### src/rtl/uart_rx.sv
// Oversampling UART receiver: start/data/optional-parity/stop framing with
// 3-sample majority voting per bit and per-frame parity and stop-bit checking.
module uart_rx #(
    parameter int DATA_WIDTH = 8
) (
    input  logic                  CLK,
    input  logic                  RST,
    input  logic                  RX_IN,
    input  logic                  PAR_EN,
    input  logic                  PAR_TYP,
    input  logic [5:0]            Prescale,
    output logic [DATA_WIDTH-1:0] P_DATA,
    output logic                  DATA_VALID,
    output logic                  PAR_ERR,
    output logic                  STP_ERR
);

    localparam int CNT_W = (DATA_WIDTH > 1) ? $clog2(DATA_WIDTH) : 1;
    localparam logic [CNT_W-1:0] LAST_BIT = CNT_W'(DATA_WIDTH - 1);

    typedef enum logic [2:0] {
        S_IDLE,
        S_START,
        S_DATA,
        S_PARITY,
        S_STOP,
        S_CHECK
    } state_t;

    state_t                  state_q, state_d;
    logic [5:0]              edge_q, edge_d;
    logic [5:0]              pre_q, pre_d;
    logic                    par_en_q, par_en_d;
    logic                    par_typ_q, par_typ_d;
    logic [2:0]              smp_q, smp_d;
    logic [CNT_W-1:0]        bit_cnt_q, bit_cnt_d;
    logic [DATA_WIDTH-1:0]   shift_q, shift_d;
    logic                    start_bad_q, start_bad_d;
    logic                    par_bad_q, par_bad_d;
    logic                    stop_bad_q, stop_bad_d;
    logic [DATA_WIDTH-1:0]   p_data_q, p_data_d;
    logic                    data_valid_q, data_valid_d;
    logic                    par_err_q, par_err_d;
    logic                    stp_err_q, stp_err_d;

    logic [5:0] mid;
    logic       edge_last;
    logic       in_window;
    logic       at_decide;
    logic       waiting;
    logic       start_det;
    logic       maj;

    function automatic logic [5:0] decode_prescale(input logic [5:0] p);
        case (p)
            6'd16:   return 6'd16;
            6'd32:   return 6'd32;
            default: return 6'd8;
        endcase
    endfunction

    function automatic logic majority3(input logic [2:0] s);
        return (s[0] & s[1]) | (s[0] & s[2]) | (s[1] & s[2]);
    endfunction

    assign mid       = {1'b0, pre_q[5:1]};
    assign edge_last = (edge_q == pre_q - 6'd1);
    assign in_window = (edge_q >= mid - 6'd1) && (edge_q <= mid + 6'd1);
    assign at_decide = (edge_q == mid + 6'd2);
    assign waiting   = (state_q == S_IDLE) || (state_q == S_CHECK);
    // A low line seen while waiting is edge 0 of a new start bit.
    assign start_det = waiting && !RX_IN;
    assign maj       = majority3(smp_q);

    always_ff @(posedge CLK or negedge RST) begin
        if (!RST) begin
            state_q <= S_IDLE;
        end else begin
            state_q <= state_d;
        end
    end

    always_comb begin
        state_d = state_q;
        case (state_q)
            S_IDLE: begin
                if (!RX_IN) state_d = S_START;
            end
            S_START: begin
                if (edge_last) state_d = start_bad_q ? S_IDLE : S_DATA;
            end
            S_DATA: begin
                if (edge_last && (bit_cnt_q == LAST_BIT)) begin
                    state_d = par_en_q ? S_PARITY : S_STOP;
                end
            end
            S_PARITY: begin
                if (edge_last) state_d = S_STOP;
            end
            S_STOP: begin
                if (edge_last) state_d = S_CHECK;
            end
            S_CHECK: begin
                state_d = RX_IN ? S_IDLE : S_START;
            end
            default: state_d = S_IDLE;
        endcase
    end

    always_comb begin
        edge_d       = edge_q;
        pre_d        = pre_q;
        par_en_d     = par_en_q;
        par_typ_d    = par_typ_q;
        smp_d        = smp_q;
        bit_cnt_d    = bit_cnt_q;
        shift_d      = shift_q;
        start_bad_d  = start_bad_q;
        par_bad_d    = par_bad_q;
        stop_bad_d   = stop_bad_q;
        p_data_d     = p_data_q;
        data_valid_d = 1'b0;
        par_err_d    = par_err_q;
        stp_err_d    = stp_err_q;

        if (start_det) begin
            edge_d      = 6'd1;
            pre_d       = decode_prescale(Prescale);
            par_en_d    = PAR_EN;
            par_typ_d   = PAR_TYP;
            smp_d       = 3'b000;
            bit_cnt_d   = '0;
            start_bad_d = 1'b0;
            par_bad_d   = 1'b0;
            stop_bad_d  = 1'b0;
        end else if (waiting) begin
            edge_d = 6'd0;
        end else begin
            edge_d = edge_last ? 6'd0 : edge_q + 6'd1;
            if (in_window) smp_d = {smp_q[1:0], RX_IN};

            // The three window samples are all registered by the decision edge.
            if (at_decide) begin
                case (state_q)
                    S_START:  start_bad_d = maj;
                    S_DATA:   shift_d     = {maj, shift_q[DATA_WIDTH-1:1]};
                    S_PARITY: par_bad_d   = (maj != ((^shift_q) ^ par_typ_q));
                    S_STOP:   stop_bad_d  = !maj;
                    default:  ;
                endcase
            end

            if ((state_q == S_DATA) && edge_last) bit_cnt_d = bit_cnt_q + 1'b1;

            // Results are registered on the way into CHECK so they are visible there.
            if ((state_q == S_STOP) && edge_last) begin
                par_err_d = par_en_q & par_bad_q;
                stp_err_d = stop_bad_q;
                if (!(par_en_q & par_bad_q) && !stop_bad_q) begin
                    p_data_d     = shift_q;
                    data_valid_d = 1'b1;
                end
            end
        end
    end

    always_ff @(posedge CLK or negedge RST) begin
        if (!RST) begin
            edge_q       <= 6'd0;
            pre_q        <= 6'd8;
            par_en_q     <= 1'b0;
            par_typ_q    <= 1'b0;
            smp_q        <= 3'b000;
            bit_cnt_q    <= '0;
            shift_q      <= '0;
            start_bad_q  <= 1'b0;
            par_bad_q    <= 1'b0;
            stop_bad_q   <= 1'b0;
            p_data_q     <= '0;
            data_valid_q <= 1'b0;
            par_err_q    <= 1'b0;
            stp_err_q    <= 1'b0;
        end else begin
            edge_q       <= edge_d;
            pre_q        <= pre_d;
            par_en_q     <= par_en_d;
            par_typ_q    <= par_typ_d;
            smp_q        <= smp_d;
            bit_cnt_q    <= bit_cnt_d;
            shift_q      <= shift_d;
            start_bad_q  <= start_bad_d;
            par_bad_q    <= par_bad_d;
            stop_bad_q   <= stop_bad_d;
            p_data_q     <= p_data_d;
            data_valid_q <= data_valid_d;
            par_err_q    <= par_err_d;
            stp_err_q    <= stp_err_d;
        end
    end

    assign P_DATA     = p_data_q;
    assign DATA_VALID = data_valid_q;
    assign PAR_ERR    = par_err_q;
    assign STP_ERR    = stp_err_q;

endmodule

### config.mk
export PLATFORM = sky130hd
export DESIGN_NAME = uart_rx
export DESIGN_NICKNAME = d
export VERILOG_FILES = /design/src/rtl/uart_rx.sv
export SDC_FILE = /design/constraint.sdc
export NUM_CORES = 1
export LEC_CHECK = 0
export CAP_MARGIN = 10
export CORE_MARGIN = 2
export CORE_UTILIZATION = 56
export CTS_CLUSTER_SIZE = 8
export DETAILED_ROUTE_END_ITERATION = 6
export PLACE_DENSITY_LB_ADDON = 0.25
export SLEW_MARGIN = 10
export SYNTH_ARGS = -nofsm -noshare
export SYNTH_HDL_FRONTEND = slang
export SYNTH_SLANG_ARGS = --single-unit
### constraint.sdc
create_clock -name CLK -period 7.2 [get_ports CLK]
set_input_delay 0.72 -clock CLK [delete_from_list [all_inputs] [get_ports CLK]]
set_output_delay 0.72 -clock CLK [all_outputs]
set_load 0.01 [all_outputs]
==> After elaboration in Yosys (flattened, before gate mapping) <==
Index checks and enable logic that the tools add are counted.
{ "op_classes": {"addsub": 6, "n_mul": 0, "n_div": 0, "magnitude_cmp": 2, "n_eq_ne": 17, "n_shift": 0, "mux": 35, "n_bitwise": 9, "n_reduce_logical": 28} }
{ "ops": {"columns": ["op", "n"], "rows": [
  ["$mux 3", 12],
  ["$mux 6", 3],
  ["$pmux 3 s6", 1],
  ["$mux 1", 17],
  ["$eq 6x6->1", 2],
  ["$pmux 6 s2", 1],
  ["$reduce_and 3->1", 4],
  ["$reduce_bool 2->1", 6],
  ["$ne 2x2->1 const B", 5],
  ["$eq 3x3->1 const B", 3],
  ["$reduce_and 4->1", 2],
  ["$reduce_xor 8->1", 1],
  ["$add 5x1->6 const B", 1],
  ["$add 5x2->6 const B", 1],
  ["$add 6x1->6 const B", 1],
  ["$eq 3x2->1 const B", 2],
  ["$eq 6x5->1 const B", 1],
  ["$eq 6x6->1 const B", 1],
  ["$ge 6x6->1", 1],
  ["$le 6x6->1", 1],
  ["$logic_and 1x1->1", 6],
  ["$sub 5x1->6 const B", 1],
  ["$sub 6x1->6 const B", 1],
  ["$reduce_and 5->1", 1],
  ["13 further kinds", 22]
]} }
{ "totals": {"ff_bits": 45, "latchBits": 0, "ramBits": 0, "rom_bits": 0, "input_bits": 11, "wordCells": 112, "n_memories": 0} }

==> Logic depth before layout (Yosys ltp) <==
{ "logic_depth": {"depth_word": 8, "ltp_mapped": 9, "ltp_nobuf": 9} }

==> Worst setup path before layout <==
OpenSTA, ideal clock, no wires.
{ "synth_path": {"path_kind": "reg2reg", "from": "register pre_q[3]", "to": "register p_data_q[0], in the netlist P_DATA[0]", "setup_ns": 0.125, "arrival_time_ns": 2.264, "setup_slack_ns": 4.812, "path_stages_with_launch": 7, "n_path_buf": 0, "period_less_slack_ns": 2.388, "path_cell_list": "dfstp_2 -> inv_1 -> ha_1 -> xnor3_1 -> nand4_4 -> nor4b_4 -> mux2_2"} }
{ "synth_between": {"elab_chain_cells": 4} }
{ "synth_lines": {"columns": ["element", "line", "rtl"], "rows": [
  ["start, declared", "32", "logic [5:0] pre_q, pre_d;"],
  ["start signal, assigned", "185", "pre_q <= pre_d;"],
  ["$sub 6x1->6", "67", "assign edge_last = (edge_q == pre_q - 6'd1);"],
  ["$eq 6x6->1", "67", null],
  ["$logic_and 1x1->1", "156", "if ((state_q == S_STOP) && edge_last) begin"],
  ["$reduce_and 4->1 (no source line)", null, null],
  ["end signal, assigned", "194", "p_data_q <= p_data_d;"],
  ["end, declared", "41", "logic [DATA_WIDTH-1:0] p_data_q, p_data_d;"]
]} }
No other way between the ends.
A chain may end at the register's enable or synchronous reset.

==> Worst setup path after layout <==
Same ends and word-level chain as after synthesis.

==> flow_metrics.env <==
export IMPL_num_fill_cells=300
export IMPL_placed_cells=262
export IMPL_timing_slew_headroom=0.3891
export IMPL_die_y_microns=66.55
export IMPL_ant_nets=0
export IMPL_wire_per_inst_microns=14.97
export IMPL_clk_path_buf_depth=2
export IMPL_yosysWarnings=0
export IMPL_drc=0
export IMPL_syn_nets=222
export IMPL_worst_ep_arrival_time_ns=2.79
export IMPL_post_cts_setup_buffers=0
export IMPL_tns_ns=0
export IMPL_grt_pass1_vias=1602
export IMPL_synth_area_leaders="dfrtp_1, mux2_2, ha_1"
export IMPL_yosys_most_used_dff="dfrtp_1"
export IMPL_slew_viol_final=0
export IMPL_synth_xor_area_frac=0.08224
export IMPL_ys_types=40
export IMPL_grt_max_degree=43
export IMPL_cts_hold_buf=0
export IMPL_rr_worst_depth=6
export IMPL_yosysTopAreaCell="dfrtp_1"
export IMPL_skew_ns=0.006993
export IMPL_crit_end="P_DATA[0]"
export IMPL_maxCapViolCount=0
export IMPL_area_delta_synth_final_pct=15.36
export IMPL_r2r_setup_slack_ns=4.58
export IMPL_outcome="finished clean"
export IMPL_final_instance_count_excl_fill=270
export IMPL_synthAdderAreaFrac=0.08452
export IMPL_fin_area_sq_um=2527
export IMPL_hold_viol_final=0
export IMPL_vias=1482
export IMPL_place_gp_congestion=0.8691
export IMPL_clk_latency_ns=0.29
export IMPL_drt_first_pass_iters=4
export IMPL_worst_pin_slew_ns=0.9163
export IMPL_cts_sinks=42
export IMPL_synth_top_family_by_area="simple AND/OR/NAND/NOR gates"
export IMPL_die_w_microns=66.55
export IMPL_grt_overflow=0
export IMPL_coreArea_sq_um=3716
export IMPL_synth_area_per_cell_sq_um=11.12
export IMPL_power_density_nw_per_um2=328.4
export IMPL_post_route_period_util=0.3633
export IMPL_synth_area_sq_um=2191
export IMPL_drive_above_1_share=0.1396
export IMPL_cts_root_buf="clkbuf_8"
export IMPL_grt_total_usage=0.2174
export IMPL_vias_per_cell=5.489
export IMPL_whs_ns=0.5051
export IMPL_start_kind="flop"
export IMPL_synth_edff_count=0
export IMPL_cts_tree="done"
export IMPL_pre_cts_ws_ns=4.558
export IMPL_reg2reg_to="P_DATA[0]"
export IMPL_fp_row_count=22
export IMPL_p_leak_nw=1.206
export IMPL_ys_seq_area_frac=0.4803
export IMPL_htree_levels=2
export IMPL_critical_path_required_ns=7.38
export IMPL_post_dp_hpwl_microns=3026
export IMPL_path_clk_slew_ns=0.08
export IMPL_final_nets=246
export IMPL_grt_pass1_wl_microns=7210
export IMPL_layout_min_cycle_time_ns=2.616
export IMPL_final_util=0.6801
export IMPL_synth_compound_area_frac=0.07367
export IMPL_cts_buffers=5
export IMPL_port_buffers=21
export IMPL_ys_seq_elements=42
export IMPL_start_util=0.5896
export IMPL_hold_path_class="reg -> reg"
export IMPL_crit_reg2reg_launch="pre_q[3]"
export IMPL_antennaDiodeCount=0
export IMPL_synth_area_mux_share=0.1057
export IMPL_worst_slack_ns=4.584
export IMPL_ir_drop_v=0.0001657
export IMPL_crit_start="pre_q[3]"
export IMPL_power_total_uw=830.0
export IMPL_worst_path_max_fanout=10
export IMPL_antenna_found_initial=0
export IMPL_finalSetupViolations=0
export IMPL_synth_top_area_frac=0.4683
export IMPL_syn_inst=197
export IMPL_synthSimpleGateAreaFrac=0.1525
export IMPL_die_area_sq_um=4428
export IMPL_crit_type="reg -> reg"
export IMPL_routed_wl_microns=4043
export IMPL_io_pins=22
export IMPL_rsz0062_at_grt="no"
export IMPL_drtIter0Drc=78
export IMPL_max_freq_mhz=382.3
export IMPL_cts_resized=0
export IMPL_synthArstFlopShare=1.000
export IMPL_endpoint_kind="flop"
export IMPL_postPlaceCellArea_sq_um=2440
[logic make-up (layout without fill, tap and decap cells)]
| family | count (synthesis) | in the layout |
|---|---|---|
| muxes | 21 | 21 |
| adders and majority gates | 15 | 15 |
| DFF | 42 | 42 |
| xor gates and xnor gates | 19 | 19 |
| AOI/OAI and AO/OA | 27 | 27 |
| and+or+nand+nor | 61 | 61 |
| buffers and inverters | 12 | 37 |
[worst min-delay path by stage]
stage,from,endpoint,slack (ns),cells past startpoint
6_report,bit_cnt_q[0],bit_cnt_q[0],0.51,1
5_1_grt,bit_cnt_q[0],bit_cnt_q[0],0.53,1
4_1_cts,bit_cnt_q[0],bit_cnt_q[0],0.51,1
3_5_place_dp,par_typ_q,par_typ_q,0.50,2
3_3_place_gp,PAR_ERR,PAR_ERR,0.47,2
2_1_floorplan,RST,DATA_VALID,0.42,0
[cells in the final DEF, fill, tap and decap left out, types with 2 or more instances in the layout]
cell | netlist | final
dfrtp_1 | 41 | 41
nand2_1 | 22 | 22
clkdlybuf4s50_1 | 0 | 20
mux2_2 | 17 | 17
ha_1 | 14 | 14
nor2_1 | 12 | 12
xnor2_1 | 11 | 11
o21ai_0 | 11 | 11
inv_1 | 8 | 8
xor2_1 | 7 | 7
a21oi_1 | 7 | 7
nand3_1 | 6 | 6
clkbuf_8 | 0 | 5
mux2i_1 | 4 | 4
nand2b_1 | 3 | 3
nor2b_1 | 3 | 3
and2_1 | 2 | 2
o21bai_1 | 2 | 2
nor3_1 | 2 | 2
clkinv_2 | 0 | 2
[flip-flops by register name, indices dropped and copies added, names as in the netlist]
register and cells:
P_DATA 8, shift_q 8, edge_q 6, bit_cnt_q 3
pre_q 3, smp_q 3, state_q 3, DATA_VALID 1
PAR_ERR 1, STP_ERR 1, par_bad_q 1, par_en_q 1
par_typ_q 1, start_bad_q 1, stop_bad_q 1
[Yosys cell counts, types with 2 or more instances]
cell,n
mux2i_1,4
inv_1,8
o21bai_1,2
a21oi_1,7
xnor2_1,11
and2_1,2
nor3_1,2
mux2_2,17
nor2_1,12
nand2b_1,3
xor2_1,7
nand2_1,22
nand3_1,6
ha_1,14
o21ai_0,11
dfrtp_1,41
nor2b_1,3
clkbuf_1,3
[area by class of cell]
class / count / area, sq um / share of cell area
multi-input combinational: 143 / 1092 / 0.4322
sequential: 42 / 1052 / 0.4163
timing repair buffer: 21 / 205.2 / 0.08119
clock buffer: 5 / 68.82 / 0.02723
tap: 48 / 60.06 / 0.02376
inverter: 8 / 30.03 / 0.01188
clock inverter: 3 / 18.77 / 0.007426
[where the power goes]
part	switching [mW]	internal, mW	leakage (nW)
combinational	0.178	0.154	0.598
sequential	0.0609	0.289	0.560
clock	0.0810	0.0682	0.0483
[critical path, cell delays in order, from the launching register on]
cell,delay [ns]
dfstp_2,0.56
inv_1,0.09
ha_1,0.24
xnor3_1,0.42
nand4_4,0.19
nor4b_4,0.60
mux2_2,0.40
[metal layers]
layer	vias to the layer above	part of all wire	track usage
met5	-	0	0
met4	0	0.012	0.07653
met3	4	0.035	0.04899
met2	27	0.52	0.3863
met1	726	0.44	0.2566
li1	725	-	-
Power figures use the tool's default switching activity.
